[config.mk]
export PLATFORM = sky130hd
export DESIGN_NAME = traffic_intersection_ctrl
export DESIGN_NICKNAME = d
export VERILOG_FILES = /design/src/rtl/traffic_intersection_ctrl.sv
export SDC_FILE = /design/constraint.sdc
export NUM_CORES = 1
export LEC_CHECK = 0
export CORE_MARGIN = 2
export CORE_UTILIZATION = 45
export DETAILED_ROUTE_END_ITERATION = 10
export GPL_TIMING_DRIVEN = 0
export PLACE_DENSITY = 0.78
export SLEW_MARGIN = 10
export SYNTH_ARGS = -nofsm -noshare
export SYNTH_HDL_FRONTEND = slang
export SYNTH_SLANG_ARGS = --single-unit
[constraint.sdc]
create_clock -name clk -period 2.4 [get_ports clk]
set_clock_uncertainty 0.2 [all_clocks]
set_input_delay 0.24 -clock clk [delete_from_list [all_inputs] [get_ports clk]]
set_output_delay 0.24 -clock clk [all_outputs]
set_load 0.005 [all_outputs]
[src/rtl/traffic_intersection_ctrl.sv]
// rtl/traffic_intersection_ctrl.sv - request-driven two-road intersection phase sequencer
//
// Purpose: sequences main/side road lamps and a pedestrian walk lamp through
// a conflict-free schedule. Main green is the resting phase; it is left only
// when a side-road vehicle or a latched pedestrian request asks for service.
// Phase lengths are counted in prescaler tick pulses.
//
// Ports:
//   clk          in   system clock, rising edge
//   rst          in   asynchronous active-low reset
//   tick         in   one-cycle timebase enable for the phase timer
//   side_req     in   side-road vehicle sensor (level, not latched)
//   ped_req      in   pedestrian button (any high cycle is latched)
//   main_rgy     out  {red, green, yellow} for the main road
//   side_rgy     out  {red, green, yellow} for the side road
//   walk         out  pedestrian walk lamp
//   countdown    out  ticks remaining in the current phase, minus 1
//   ped_pending  out  pedestrian request latched and not yet served
//   phase        out  current state encoding

module traffic_intersection_ctrl #(
    parameter int T_MAIN_GREEN = 15,
    parameter int T_SIDE_GREEN = 10,
    parameter int T_YELLOW     = 3,
    parameter int T_ALLRED     = 2,
    parameter int T_WALK       = 8,
    parameter int CW           = 5
) (
    input  logic          clk,
    input  logic          rst,
    input  logic          tick,
    input  logic          side_req,
    input  logic          ped_req,
    output logic [2:0]    main_rgy,
    output logic [2:0]    side_rgy,
    output logic          walk,
    output logic [CW-1:0] countdown,
    output logic          ped_pending,
    output logic [2:0]    phase
);

    typedef enum logic [2:0] {
        RST_RED     = 3'd0,
        MAIN_GREEN  = 3'd1,
        MAIN_YELLOW = 3'd2,
        ALLRED_A    = 3'd3,
        SIDE_GREEN  = 3'd4,
        SIDE_YELLOW = 3'd5,
        ALLRED_B    = 3'd6,
        PED_WALK    = 3'd7
    } state_t;

    localparam logic [2:0] LAMP_RED    = 3'b100;
    localparam logic [2:0] LAMP_GREEN  = 3'b010;
    localparam logic [2:0] LAMP_YELLOW = 3'b001;

    // Phase durations minus one, i.e. the countdown value loaded on entry.
    localparam logic [CW-1:0] LD_MAIN_GREEN = CW'(T_MAIN_GREEN - 1);
    localparam logic [CW-1:0] LD_SIDE_GREEN = CW'(T_SIDE_GREEN - 1);
    localparam logic [CW-1:0] LD_YELLOW     = CW'(T_YELLOW - 1);
    localparam logic [CW-1:0] LD_ALLRED     = CW'(T_ALLRED - 1);
    localparam logic [CW-1:0] LD_WALK       = CW'(T_WALK - 1);
    localparam logic [CW-1:0] CNT_ONE       = CW'(1);

    state_t        r_state;
    state_t        w_next;
    logic [CW-1:0] r_cnt;
    logic [CW-1:0] w_cnt_load;
    logic          r_ped;
    logic          w_phase_end;
    logic          w_state_change;
    logic          w_enter_walk;

    // The reset phase reuses the all-red clearance length.
    function automatic logic [CW-1:0] load_value(input state_t s);
        logic [CW-1:0] v;
        case (s)
            MAIN_GREEN:  v = LD_MAIN_GREEN;
            MAIN_YELLOW: v = LD_YELLOW;
            SIDE_GREEN:  v = LD_SIDE_GREEN;
            SIDE_YELLOW: v = LD_YELLOW;
            PED_WALK:    v = LD_WALK;
            default:     v = LD_ALLRED;
        endcase
        return v;
    endfunction

    assign w_phase_end    = tick && (r_cnt == '0);
    assign w_state_change = (w_next != r_state);
    assign w_enter_walk   = (w_next == PED_WALK) && (r_state != PED_WALK);
    assign w_cnt_load     = load_value(w_next);

    // State register
    always_ff @(posedge clk or negedge rst) begin
        if (!rst) begin
            r_state <= RST_RED;
        end else begin
            r_state <= w_next;
        end
    end

    // Countdown: reload on any state change; otherwise count down on tick and
    // park at zero, which is how main green waits for a request.
    always_ff @(posedge clk or negedge rst) begin
        if (!rst) begin
            r_cnt <= LD_ALLRED;
        end else if (w_state_change) begin
            r_cnt <= w_cnt_load;
        end else if (tick && (r_cnt != '0)) begin
            r_cnt <= r_cnt - CNT_ONE;
        end
    end

    // Pedestrian latch: a press in the same cycle as walk entry stays pending,
    // so the set term has priority over the clear.
    always_ff @(posedge clk or negedge rst) begin
        if (!rst) begin
            r_ped <= 1'b0;
        end else if (ped_req) begin
            r_ped <= 1'b1;
        end else if (w_enter_walk) begin
            r_ped <= 1'b0;
        end
    end

    // Next-state logic
    always_comb begin
        w_next = r_state;
        if (w_phase_end) begin
            case (r_state)
                RST_RED:     w_next = MAIN_GREEN;
                MAIN_GREEN:  w_next = (side_req || r_ped) ? MAIN_YELLOW : MAIN_GREEN;
                MAIN_YELLOW: w_next = ALLRED_A;
                ALLRED_A:    w_next = r_ped ? PED_WALK : SIDE_GREEN;
                PED_WALK:    w_next = side_req ? SIDE_GREEN : ALLRED_B;
                SIDE_GREEN:  w_next = SIDE_YELLOW;
                SIDE_YELLOW: w_next = ALLRED_B;
                ALLRED_B:    w_next = MAIN_GREEN;
                default:     w_next = RST_RED;
            endcase
        end
    end

    // Output decode (Moore)
    always_comb begin
        main_rgy = LAMP_RED;
        side_rgy = LAMP_RED;
        walk     = 1'b0;
        case (r_state)
            MAIN_GREEN:  main_rgy = LAMP_GREEN;
            MAIN_YELLOW: main_rgy = LAMP_YELLOW;
            SIDE_GREEN:  side_rgy = LAMP_GREEN;
            SIDE_YELLOW: side_rgy = LAMP_YELLOW;
            PED_WALK:    walk     = 1'b1;
            default: begin
                main_rgy = LAMP_RED;
                side_rgy = LAMP_RED;
                walk     = 1'b0;
            end
        endcase
    end

    assign phase       = r_state;
    assign countdown   = r_cnt;
    assign ped_pending = r_ped;

endmodule
=== Word level (Yosys, flattened, before mapping) ===
Index checks and enable logic that the tools add are counted.

* Register bits: 9
* Latch bits: 0
* RAM bits: 0
* Memory bits (read-only): 0
* Bits of input ports: 5
* Output and inout port bits: 16
* Logic and storage cells: 42
* Memories kept: 0

* $add $sub $neg: 1
* Multiply operators: 0
* Div/mod/pow operators: 0
* Order comparisons: 0
* Equal/unequal tests: 14
* Shift-type cells: 0
* Multiplexer cells: 13
* Bitwise logic cells: 0
* Reductions and logical operators: 11

{| class="wikitable"
|+ Operator list
! kind !! number
|-
| $eq 3x3->1 const B || 7
|-
| $pmux 3 s7 || 1
|-
| $pmux 4 s4 || 1
|-
| $pmux 3 s2 || 2
|-
| $mux 5 || 2
|-
| $eq 3x2->1 const B || 3
|-
| $eq 3x1->1 const B || 2
|-
| $mux 2 || 3
|-
| $logic_not 5->1 || 1
|-
| $reduce_bool 5->1 || 1
|-
| $sub 5x1->5 const B || 1
|-
| $reduce_bool 2->1 || 2
|-
| $reduce_or 2->1 || 2
|-
| $logic_and 1x1->1 || 3
|-
| $logic_not 3->1 || 1
|-
| $mux 1 || 3
|-
| $mux 3 || 1
|-
| $ne 3x3->1 || 1
|-
| $ne 3x3->1 const B || 1
|-
| $logic_or 1x1->1 || 1
|}

=== Logic depth before layout (Yosys ltp) ===
* Word-level depth: 8
* Depth in mapped cells: 8
* Gate-level depth less buffers: 8

=== Worst setup path before layout ===
No wires, ideal clock.

* Path type: register to register
* Start: reg r_cnt[1] (netlist: countdown[1])
* End: reg r_cnt[3] (netlist: countdown[3])
* Library setup time: 138 ps
* Data arrival time: 1641 ps
* Data required time: 2062 ps
* Setup slack: 421 ps
* Stages on the path, launching flop included: 8
* Buffers on the path: 1
* Period minus slack after synthesis: 1979 ps
* Path through: dfrtp_1 > inv_1 > ha_1 > or4b_4 > and2_4 > buf_6 > a211oi_1 > a21oi_1

* Longest elaborated chain between the ends: 7
* Elaborated cells between the ends (all ways): 17
* Those cells by class: add/sub: 1; eq/ne: 6; mux: 4; reduce/logical: 6

{| class="wikitable"
|+ RTL lines
! item !! line !! source
|-
| from (decl) || 67 || <nowiki>logic [CW-1:0] r_cnt;</nowiki>
|-
| from (signal assigned) || 108 || <nowiki>r_cnt <= w_cnt_load;</nowiki>
|-
| from (signal assigned) || 110 || <nowiki>r_cnt <= r_cnt - CNT_ONE;</nowiki>
|-
| $logic_not 5->1 || 88 || <nowiki>assign w_phase_end = tick && (r_cnt == '0);</nowiki>
|-
| $logic_and 1x1->1 || 88 ||
|-
| $mux 3 || 129 || <nowiki>if (w_phase_end) begin</nowiki>
|-
| $eq 3x3->1 / $eq 3x2->1 (equally long branches) || 77 || <nowiki>case (s)</nowiki>
|-
| $reduce_or 2->1 (no line) || n/a ||
|-
| $pmux 4 s4 || 77 ||
|-
| $mux 5 || 107 || <nowiki>end else if (w_state_change) begin</nowiki>
|}

Several ways; a longest one is shown, not always the timed one. The select of a mux whose other input is x is not followed.
A chain may end at the register's enable or synchronous reset.

=== Final worst setup path ===
* Start: reg r_state[0] (netlist: phase[0])
* End: out main_rgy[1]

* Longest elaborated chain between the ends: 2
* Elaborated cells between the ends (all ways): 3
* Those cells by class: eq/ne: 2; mux: 1

{| class="wikitable"
|+ RTL lines
! item !! line !! source
|-
| from (decl) || 65 || <nowiki>state_t r_state;</nowiki>
|-
| from (signal assigned) || 98 || <nowiki>r_state <= w_next;</nowiki>
|-
| $eq 3x2->1 / $eq 3x1->1 (equally long branches) || 149 || <nowiki>case (r_state)</nowiki>
|-
| $pmux 3 s2 * || 149 ||
|-
| to (decl) || 34 || <nowiki>output logic [2:0] main_rgy,</nowiki>
|}

Mark *: on every way between the ends. The rest lies on a longest branch, timed or not.

==> impl_metrics.ini <==
[global_route]
gr-total-overflow = 0
grt_pass1_wl_um = 2490
met1_usage = 0.228
grt_pass1_vias = 572
grt.busiest_layer = met2
met3_usage = 0.0128
grtUsageTotal = 0.179
antenna_found_initial = 0
met2_usage = 0.287
grt_max_degree = 11

[finish]
instances_no_fill = 116
drive_above_1_share = 0.160
fill_cells = 130
n_antenna_cell = 0
final_cell_mix = clkdlybuf4s50_1, dfrtp_1, nor2_1, a21oi_1, inv_1
syn2layout_area_growth_pct = 34.9
fin_util = 0.638
layout.nets = 108
layout_commonest_cell = clkdlybuf4s50_1

[synthesis]
async_flop_share = 1.00
ys_ff_latch = 9
seq_area_frac_synth = 0.326
syn-cell-area_um2 = 696
synth_nets = 84
synth_edf_count = 0
synth-main-ff-cell = dfrtp_1
yosys.area.top_type = dfrtp_1
yosys_warnings = 0
yosysUniqueCellTypes = 37
syn_avg_cell_area_um2 = 9.03
synth_top_cell_area_share = 0.288
synth_cells = 77
netlist_top_cells_area = dfrtp_1, a21oi_1, dfstp_2

[power]
switching_share = 0.393
pwr-share-comb = 0.621
p_seq_frac = 0.287
design_power_total_w = 0.00117
p_leak_nw = 0.391
p_clk_frac = 0.092
p_per_area_nw_per_um2 = 1250
p_int_w = 0.000711
p_sw_w = 0.000460
vdd_drop_max_v = 0.000655

[run]
drv_cap = 0

[floorplan]
coreArea_um2 = 1470
initial_core_util = 0.473
placementRows = 14
dieArea_um2 = 1880
dieWidth_um = 43.3
die_h_um = 43.3
ios = 21

[clock_network]
ctsResizeCount = 0
root_buffer = clkbuf_4
cts_buffer_depth = 2
cts_tree = yes
clk_pin_slew_ns = 0.06
cts_buffers = 3
cts.sinks = 9
cts_hold_buf = 0
post_cts_buffers = 0
clk-insertion-delay-late_ns = 0.25
htreeDepth = 1

[worst_setup_path]
worstSetupPathType = reg -> out
worst_path_largest_cell_delay_ns = 0.53
crit_path_top_delay_cell = clkdlybuf4s50_1
r2r_end = countdown[0]
r2r-start = countdown[1]
crit_path_end_kind = output port
critPathArrivalTime_ns = 1.75
path_buf_inv = 2
crit_fanout = 10
critPathTopFamily = buffers and inverters
rr_worst_depth = 7
reg2reg_setup_slack_ns = 0.29
crit_chain = clkbuf_1 > nand2b_1 > nor2_1 > clkdlybuf4s50_1
startpoint_type = register
required_ns = 1.96

[route]
drt-pass1-iter-count = 3
avgViaCountPerCell = 5.49
routedWlPerCell_um = 12.3
drc_errors = 0
postRouteAntennaNets = 0
totalWireLength_um = 1430
dr.first_iter.drc_count = 20
via_count = 637

[hold_path]
hold_path_class = in -> async

[sta]
rsz0062_at_grt = false
maxSlewHeadroom = 0.680
tightest_slew_ns = 0.478
finalCritPeriodShare = 0.914
setup_viol = 0
finalMaxSlewViolations = 0
final.setup.tns_ns = 0
fmax_mhz = 456
hold_slack_ns = 0.0678
min_period_ns = 2.19
hold_viol = 0

[placed_design]
place_inst = 113
io_buffers = 20
hpwl_um = 1170
place.gp.congestion = 0.868

[status]
status = complete, no violations
how the worst max path moves through the flow:
stage	from	to	cells past startpoint
floorplan	countdown[1]	countdown[3]	7
global placement	side_req	ped_pending	7
detailed placement	side_req	ped_pending	7
CTS	phase[1]	main_rgy[0]	4
global route	countdown[1]	countdown[0]	7
finish	phase[0]	main_rgy[1]	4
cell usage after synthesis, types with 2 or more instances:
| cell type | n |
|---|---|
| a21o_1 | 3 |
| a21oi_1 | 6 |
| and3_1 | 2 |
| buf_6 | 2 |
| clkbuf_1 | 3 |
| dfrtp_1 | 8 |
| ha_1 | 2 |
| inv_1 | 5 |
| nand2_1 | 2 |
| nand2b_1 | 3 |
| nand3_1 | 3 |
| nor2_1 | 6 |
| nor3_1 | 3 |
| o21ai_0 | 4 |
| o22ai_1 | 2 |
| xnor2_1 | 2 |
sequential cells by signal, indices dropped and copies added, names as in the netlist:
signal	count
ped_pending	1
phase	3
countdown	5
power groups by stage:
stage	logic, W	clock network [W]	registers, W
6_report	0.000727	0.000108	0.000336
5_1_grt	0.000804	0.000127	0.000350
4_1_cts	0.000755	0.000112	0.000321
3_5_place_dp	0.000752	0	0.000323
3_3_place_gp	0.000745	0	0.000321
2_1_floorplan	0.000432	0	0.000317
logic make-up (layout without fill, tap and decap cells):
| kind of cell | after synthesis | after routing | synth area share |
|---|---|---|---|
| AO/OA/AOI/OAI | 24 | 24 | 0.237 |
| XOR/XNOR | 2 | 2 | 0.0252 |
| adder cells (fa/ha/maj) | 2 | 2 | 0.0360 |
| buffers and inverters | 11 | 34 | 0.0827 |
| flip-flops | 9 | 9 | 0.326 |
| multiplexers | 1 | 1 | 0.0216 |
| AND/OR/NAND/NOR | 28 | 28 | 0.272 |
layer usage:
layer | up-vias | routed length, um | share of wire
met5 | - | 0 | 0
met4 | 0 | 30 | 0.021
met3 | 4 | 32 | 0.022
met2 | 11 | 721 | 0.50
met1 | 294 | 646 | 0.45
li1 | 328 | - | -
area by class of cell:
class	instances	area (um2)	area share
repair buffers	20	200	0.213
plain buffers	4	30.0	0.0320
multi-input cells	57	412	0.439
well taps	16	20.0	0.0213
inverters	6	23.8	0.0253
clock buffers	4	26.3	0.0280
flip-flops and latches	9	226	0.241
per-stage QoR:
stage / setup WS [ns] / cell area [um2]
floorplan: 0.421 / 696
global placement: 0.185 / 916
detailed placement: 0.169 / 916
CTS: 0.102 / 942
global route: 0.0630 / 938
finish: 0.206 / 938
(Power assumes the default switching activity.)
